[src/rtl/mem_lsu.sv]
// Memory-access stage: runs RV32I loads/stores against a variable-latency data port,
// passes ALU results through, and emits one registered writeback record per instruction.
module mem_lsu #(
   parameter int XLEN   = 32,
   parameter int ADDR_W = 32
) (
   input  logic              clk,
   input  logic              rst,
   input  logic              in_valid,
   input  logic              in_load,
   input  logic              in_store,
   input  logic [2:0]        in_funct3,
   input  logic [ADDR_W-1:0] in_addr,
   input  logic [XLEN-1:0]   in_alu,
   input  logic [XLEN-1:0]   in_sdata,
   input  logic [4:0]        in_rd,
   input  logic              in_reg_write,
   input  logic              flush,
   output logic              stall,
   output logic              dmem_req,
   output logic              dmem_we,
   output logic [ADDR_W-1:0] dmem_addr,
   output logic [XLEN-1:0]   dmem_wdata,
   output logic [3:0]        dmem_wstrb,
   input  logic              dmem_ack,
   input  logic [XLEN-1:0]   dmem_rdata,
   output logic              out_valid,
   output logic [4:0]        out_rd,
   output logic              out_reg_write,
   output logic [XLEN-1:0]   out_wdata,
   output logic              out_misalign
);

   typedef enum logic {IDLE, BUSY} state_t;

   state_t      state_q;
   logic [2:0]  f3_q;
   logic [1:0]  off_q;
   logic [4:0]  rd_q;
   logic        rw_q;

   logic            is_mem, is_st, bad_f3, misal, accept, rw_d;
   logic [XLEN-1:0] st_wdata, ld_shift, ld_data;
   logic [3:0]      st_wstrb;

   // A load wins when both load and store are flagged.
   assign is_mem = in_load | in_store;
   assign is_st  = in_store & ~in_load;
   assign bad_f3 = in_load ? (in_funct3 == 3'd3 || in_funct3 == 3'd6 || in_funct3 == 3'd7)
                           : (in_funct3[2] || in_funct3 == 3'd3);
   assign misal  = is_mem & (bad_f3
                   | (in_funct3[1:0] == 2'd1 && in_addr[0])
                   | (in_funct3[1:0] == 2'd2 && in_addr[1:0] != 2'b00));
   assign accept = (state_q == IDLE) & in_valid & ~flush;
   assign stall  = (state_q == BUSY) | (accept & is_mem & ~misal);
   assign rw_d   = in_reg_write & (in_rd != 5'd0);

   always_comb begin
      st_wdata = in_sdata;
      st_wstrb = 4'b1111;
      case (in_funct3[1:0])
         2'd0: begin
            st_wdata = {4{in_sdata[7:0]}};
            st_wstrb = 4'b0001 << in_addr[1:0];
         end
         2'd1: begin
            st_wdata = {2{in_sdata[15:0]}};
            st_wstrb = 4'b0011 << in_addr[1:0];
         end
         default: ;
      endcase
   end

   assign ld_shift = dmem_rdata >> {off_q, 3'b000};

   always_comb begin
      case (f3_q)
         3'd0:    ld_data = {{24{ld_shift[7]}}, ld_shift[7:0]};
         3'd1:    ld_data = {{16{ld_shift[15]}}, ld_shift[15:0]};
         3'd4:    ld_data = {24'd0, ld_shift[7:0]};
         3'd5:    ld_data = {16'd0, ld_shift[15:0]};
         default: ld_data = dmem_rdata;
      endcase
   end

   always_ff @(posedge clk or posedge rst) begin
      if (rst) begin
         state_q       <= IDLE;
         f3_q          <= '0;
         off_q         <= '0;
         rd_q          <= '0;
         rw_q          <= 1'b0;
         dmem_req      <= 1'b0;
         dmem_we       <= 1'b0;
         dmem_addr     <= '0;
         dmem_wdata    <= '0;
         dmem_wstrb    <= '0;
         out_valid     <= 1'b0;
         out_rd        <= '0;
         out_reg_write <= 1'b0;
         out_wdata     <= '0;
         out_misalign  <= 1'b0;
      end else begin
         out_valid    <= 1'b0;
         out_misalign <= 1'b0;
         case (state_q)
            IDLE: if (accept) begin
               if (!is_mem) begin
                  out_valid     <= 1'b1;
                  out_wdata     <= in_alu;
                  out_rd        <= in_rd;
                  out_reg_write <= rw_d;
               end else if (misal) begin
                  out_valid     <= 1'b1;
                  out_misalign  <= 1'b1;
                  out_wdata     <= '0;
                  out_rd        <= in_rd;
                  out_reg_write <= 1'b0;
               end else begin
                  state_q    <= BUSY;
                  dmem_req   <= 1'b1;
                  dmem_we    <= is_st;
                  dmem_addr  <= {in_addr[ADDR_W-1:2], 2'b00};
                  dmem_wdata <= is_st ? st_wdata : '0;
                  dmem_wstrb <= is_st ? st_wstrb : 4'b0000;
                  f3_q       <= in_funct3;
                  off_q      <= in_addr[1:0];
                  rd_q       <= in_rd;
                  rw_q       <= rw_d;
               end
            end
            BUSY: if (dmem_ack) begin
               state_q       <= IDLE;
               dmem_req      <= 1'b0;
               dmem_we       <= 1'b0;
               dmem_wstrb    <= 4'b0000;
               out_valid     <= 1'b1;
               out_rd        <= rd_q;
               out_reg_write <= rw_q & ~dmem_we;
               out_wdata     <= dmem_we ? '0 : ld_data;
            end
            default: state_q <= IDLE;
         endcase
      end
   end

endmodule

[config.mk]
export PLATFORM = sky130hd
export DESIGN_NAME = mem_lsu
export DESIGN_NICKNAME = d
export VERILOG_FILES = /design/src/rtl/mem_lsu.sv
export SDC_FILE = /design/constraint.sdc
export NUM_CORES = 1
export LEC_CHECK = 0
export BUFFER_PORTS_ARGS = -buffer_cell sky130_fd_sc_hd__buf_2
export CAP_MARGIN = 20
export CORE_MARGIN = 2
export CORE_UTILIZATION = 35
export DETAILED_ROUTE_END_ITERATION = 6
export HOLD_SLACK_MARGIN = 0.05
export PLACE_DENSITY_LB_ADDON = 0.05
export SKIP_CTS_REPAIR_TIMING = 1
export SLEW_MARGIN = 25
export SYNTH_ARGS = -nofsm -noshare
export SYNTH_HDL_FRONTEND = slang
export SYNTH_SLANG_ARGS = --single-unit
export TNS_END_PERCENT = 30
[constraint.sdc]
create_clock -name clk -period 4.5 [get_ports clk]
set_input_delay 0.225 -clock clk [delete_from_list [all_inputs] [get_ports clk]]
set_output_delay 0.225 -clock clk [all_outputs]
set_load 0.03 [all_outputs]
==> flow_metrics.tcl <==
set metrics [dict create \
    yosys_most_used_dff "sky130_fd_sc_hd__dfrtp_1" \
    synth.cells.most_frequent "sky130_fd_sc_hd__dfrtp_1, sky130_fd_sc_hd__nand2_1, sky130_fd_sc_hd__nor2_1" \
    antennaDiodeCount 0 \
    worst_tran_pin_value_ps 904 \
    finalWeightedCongestion 0.788 \
    synth_to_final_area_change_pct 38.5 \
    first_global_vias 5256 \
    clock_transition_at_the_registers_of_the_reported_paths_ps 60 \
    total_placed_cells_including_tap_cells 1020 \
    yosysUniqueCellTypes 39 \
    dr.first_iter.drc_count 312 \
    worstReg2RegEnd "out_wdata[31]" \
    yosys_warnings 0 \
    synth_top_cell_by_area "sky130_fd_sc_hd__dfrtp_1" \
    setup.reg_to_reg.worst_slack_ps 1690 \
    final_hold_violations 0 \
    floorplan.die.height_um 135 \
    floorplan.initialDensity_pct 35.3 \
    setup_viol 0 \
    routed_wire_length_per_instance_um 17.4 \
    cp_cell_sequence "inv_1 -> nor2_1 -> nand3_1 -> a31oi_1" \
    post-synth-top-count-cell "sky130_fd_sc_hd__dfrtp_1" \
    timing.max_slew.rel_slack_pct 39.5 \
    drt_drc_violations_left 0 \
    route.final.wire_length_mm 18.9 \
    clock_tree.root_cell "sky130_fd_sc_hd__clkbuf_16" \
    detailed_routing_iterations_pass_1 5 \
    syn_area_per_cell_sq_um 10.4 \
    cpMaxStageDelayCell "sky130_fd_sc_hd__nand3_1" \
    setup_repair_after_global_routing_missed_its_margin "no" \
    clkSinkCount 120 \
    cts_tree "done" \
    main_combinational_cell_family_by_area_after_synthesis "compound AO/OA/AOI/OAI gates" \
    xor_xnor_share_of_the_synthesized_area_pct 0 \
    p_per_area_nw_per_um2 528 \
    holdPathStages 3 \
    synth.top_cells.by_area "sky130_fd_sc_hd__dfrtp_1, sky130_fd_sc_hd__mux2_4, sky130_fd_sc_hd__mux2i_1" \
    finalCriticalPeriod_ps 2810 \
    grt_start_max_net_pins 82 \
    worstSetupEndpointType "register" \
    r2r_cells 4 \
    place.port_buffers 252 \
    startpoint_type "register" \
    post-route-period-util_pct 62.3 \
    route.detailed.vias_per_inst 5.03 \
    final_layout_size_suffix_gt1_share_pct 39.6 \
    mappedNetlistArea_sq_um 6040 \
    timing.clock.skew_ps 11.8 \
    numCtsBuffers 17 \
    crit_path_max_fanout 16 \
    track_usage_pct 20.3 \
    nNetsFinal 990 \
    vias 5453 \
    worst_ir_drop_vdd_uv 338 \
    worst_r2r_startpoint "state_q" \
    floorplan.die.width_um 135 \
    synth_top_area_share_pct 49.7 \
    dieArea_sq_um 18300 \
    synth_edf_count 0 \
    hold_path.startpoint "in_alu[6]" \
    power_w 0.00442 \
    grt_antenna_before_repair 0 \
    cts.htree.levels 4 \
    ys_seq_area_share_pct 49.7 \
    final_antenna_net_count 0 \
    final.hold.worst_slack_ps 62.4 \
    timing.final.max_slew_violations 0 \
    run_status "finished, final reports clean" \
    post_synth_and_or_nand_nor_area_fraction_pct 12.1 \
    crit_arrival_ps 3120 \
    num_rows 48 \
    floorplan.io_pins 255 \
    timing.max_cap.violations 0 \
    timing.setup.critical_path_class "register to register" \
    cells_after_synth 583 \
    p_leak_nw 4.13 \
    clk-insertion-delay-late_ps 430 \
    portion_of_netlist_area_occupied_by_mux_cells_pct 16.8 \
    critical_path_required_ps 4820 \
    layout.cells.non_filler 1084 \
    finish.utilization_pct 48.9 \
    grt_overflow 0 \
    floorplan.core_area_sq_um 17100 \
    cts_max_path_buffers 2 \
    grt_first_pass_wirelength_mm 28.6 \
    final_setup_tns_ps 0 \
    post_synth_fa_ha_maj_area_fraction_pct 0 \
    async_flop_share_pct 100 \
    timing.hold.worst.class "input port to register" \
    synth_compound_area_share_pct 17.1 \
    cpPeakStageDelay_ps 750 \
    worstHoldEndpoint "out_wdata[6]" \
    max_freq_mhz 356 \
    detailed_place_hpwl_mm 13.4 \
    synth_seq_cells 120 \
]
-- per-stage QoR --
step,area [sq um],setup slack (ps)
finish,8370,1690
global route,8370,1310
CTS,8050,1660
detailed placement,7430,1670
global placement,7420,1740
floorplan,6050,1090
-- area by class of cell --
class / count / area, sq um
Fill cell: 1645 / 8750
Sequential cell: 120 / 3000
Multi-Input combinational cell: 413 / 2820
Timing Repair Buffer: 290 / 1630
Clock buffer: 20 / 457
Tap cell: 225 / 282
Clock inverter: 12 / 161
Inverter: 4 / 17.5
-- flip-flops by register name, summed over array words and instances (netlist names) --
signal and count:
state_q 1, out_rd 5, dmem_wstrb 4, out_valid 1, off_q 2, dmem_wdata 32
out_wdata 32, dmem_req 1, out_misalign 1, rw_q 1, f3_q 3, dmem_we 1
dmem_addr 30, rd_q 5, out_reg_write 1
-- layout by cell type, fill, tap and decap left out, types with 3 or more instances in the layout --
cell / n
sky130_fd_sc_hd__nor2_1: 62
sky130_fd_sc_hd__mux2_4: 40
sky130_fd_sc_hd__nand2_1: 69
sky130_fd_sc_hd__inv_6: 5
sky130_fd_sc_hd__o31ai_1: 24
sky130_fd_sc_hd__o21ai_0: 24
sky130_fd_sc_hd__o22ai_1: 7
sky130_fd_sc_hd__dlygate4sd3_1: 32
sky130_fd_sc_hd__a22oi_1: 16
sky130_fd_sc_hd__nor2b_1: 13
sky130_fd_sc_hd__a31oi_1: 25
sky130_fd_sc_hd__o21a_1: 7
sky130_fd_sc_hd__buf_4: 6
sky130_fd_sc_hd__inv_1: 3
sky130_fd_sc_hd__nand3_1: 6
sky130_fd_sc_hd__clkbuf_16: 17
sky130_fd_sc_hd__dfrtp_1: 119
sky130_fd_sc_hd__mux2i_1: 38
sky130_fd_sc_hd__nand2b_1: 10
sky130_fd_sc_hd__clkinvlp_4: 3
sky130_fd_sc_hd__o221ai_1: 6
sky130_fd_sc_hd__bufinv_16: 3
sky130_fd_sc_hd__o211ai_1: 7
sky130_fd_sc_hd__buf_2: 252
sky130_fd_sc_hd__a21oi_1: 38
-- worst max-delay path: cells and delay by family, from the launching register on --
| kind | cells | cell delay, ps |
|---|---|---|
| AND/OR/NAND/NOR | 2 | 1420 |
| buffers and inverters | 1 | 250 |
| flip-flops | 1 | 640 |
| AO/OA/AOI/OAI | 1 | 380 |
-- power breakdown --
part | internal, W | switching (W) | total [W]
combinational | 0.000557 | 0.000897 | 0.00145
clock | 0.000908 | 0.000518 | 0.00143
sequential | 0.00133 | 0.000208 | 0.00154
total | 0.00280 | 0.00162 | 0.00442
-- layer usage --
metal	track usage, %	vias to the layer above	part of all wire (%)
met5	0	-	0
met2	31.1	186	46
met3	4.98	18	6.5
met4	7.47	0	1.4
li1	-	2618	-
met1	27.9	2631	46
-- cell families after synthesis --
| group | after synthesis |
|---|---|
| AOI/OAI and AO/OA | 161 |
| buffers and inverters | 51 |
| DFF | 120 |
| muxes | 80 |
| other | 1 |
| and+or+nand+nor | 170 |
-- worst max-delay path by stage --
stage | startpoint | to | cells past startpoint
final | state_q | out_wdata[31] | 4
after global routing | state_q | out_wdata[31] | 4
after CTS | state_q | out_wdata[31] | 4
after detailed placement | state_q | out_wdata[31] | 4
after global placement | state_q | out_wdata[20] | 4
after floorplan | rst | dmem_addr[10] | 1
(Power assumes the default switching activity.)
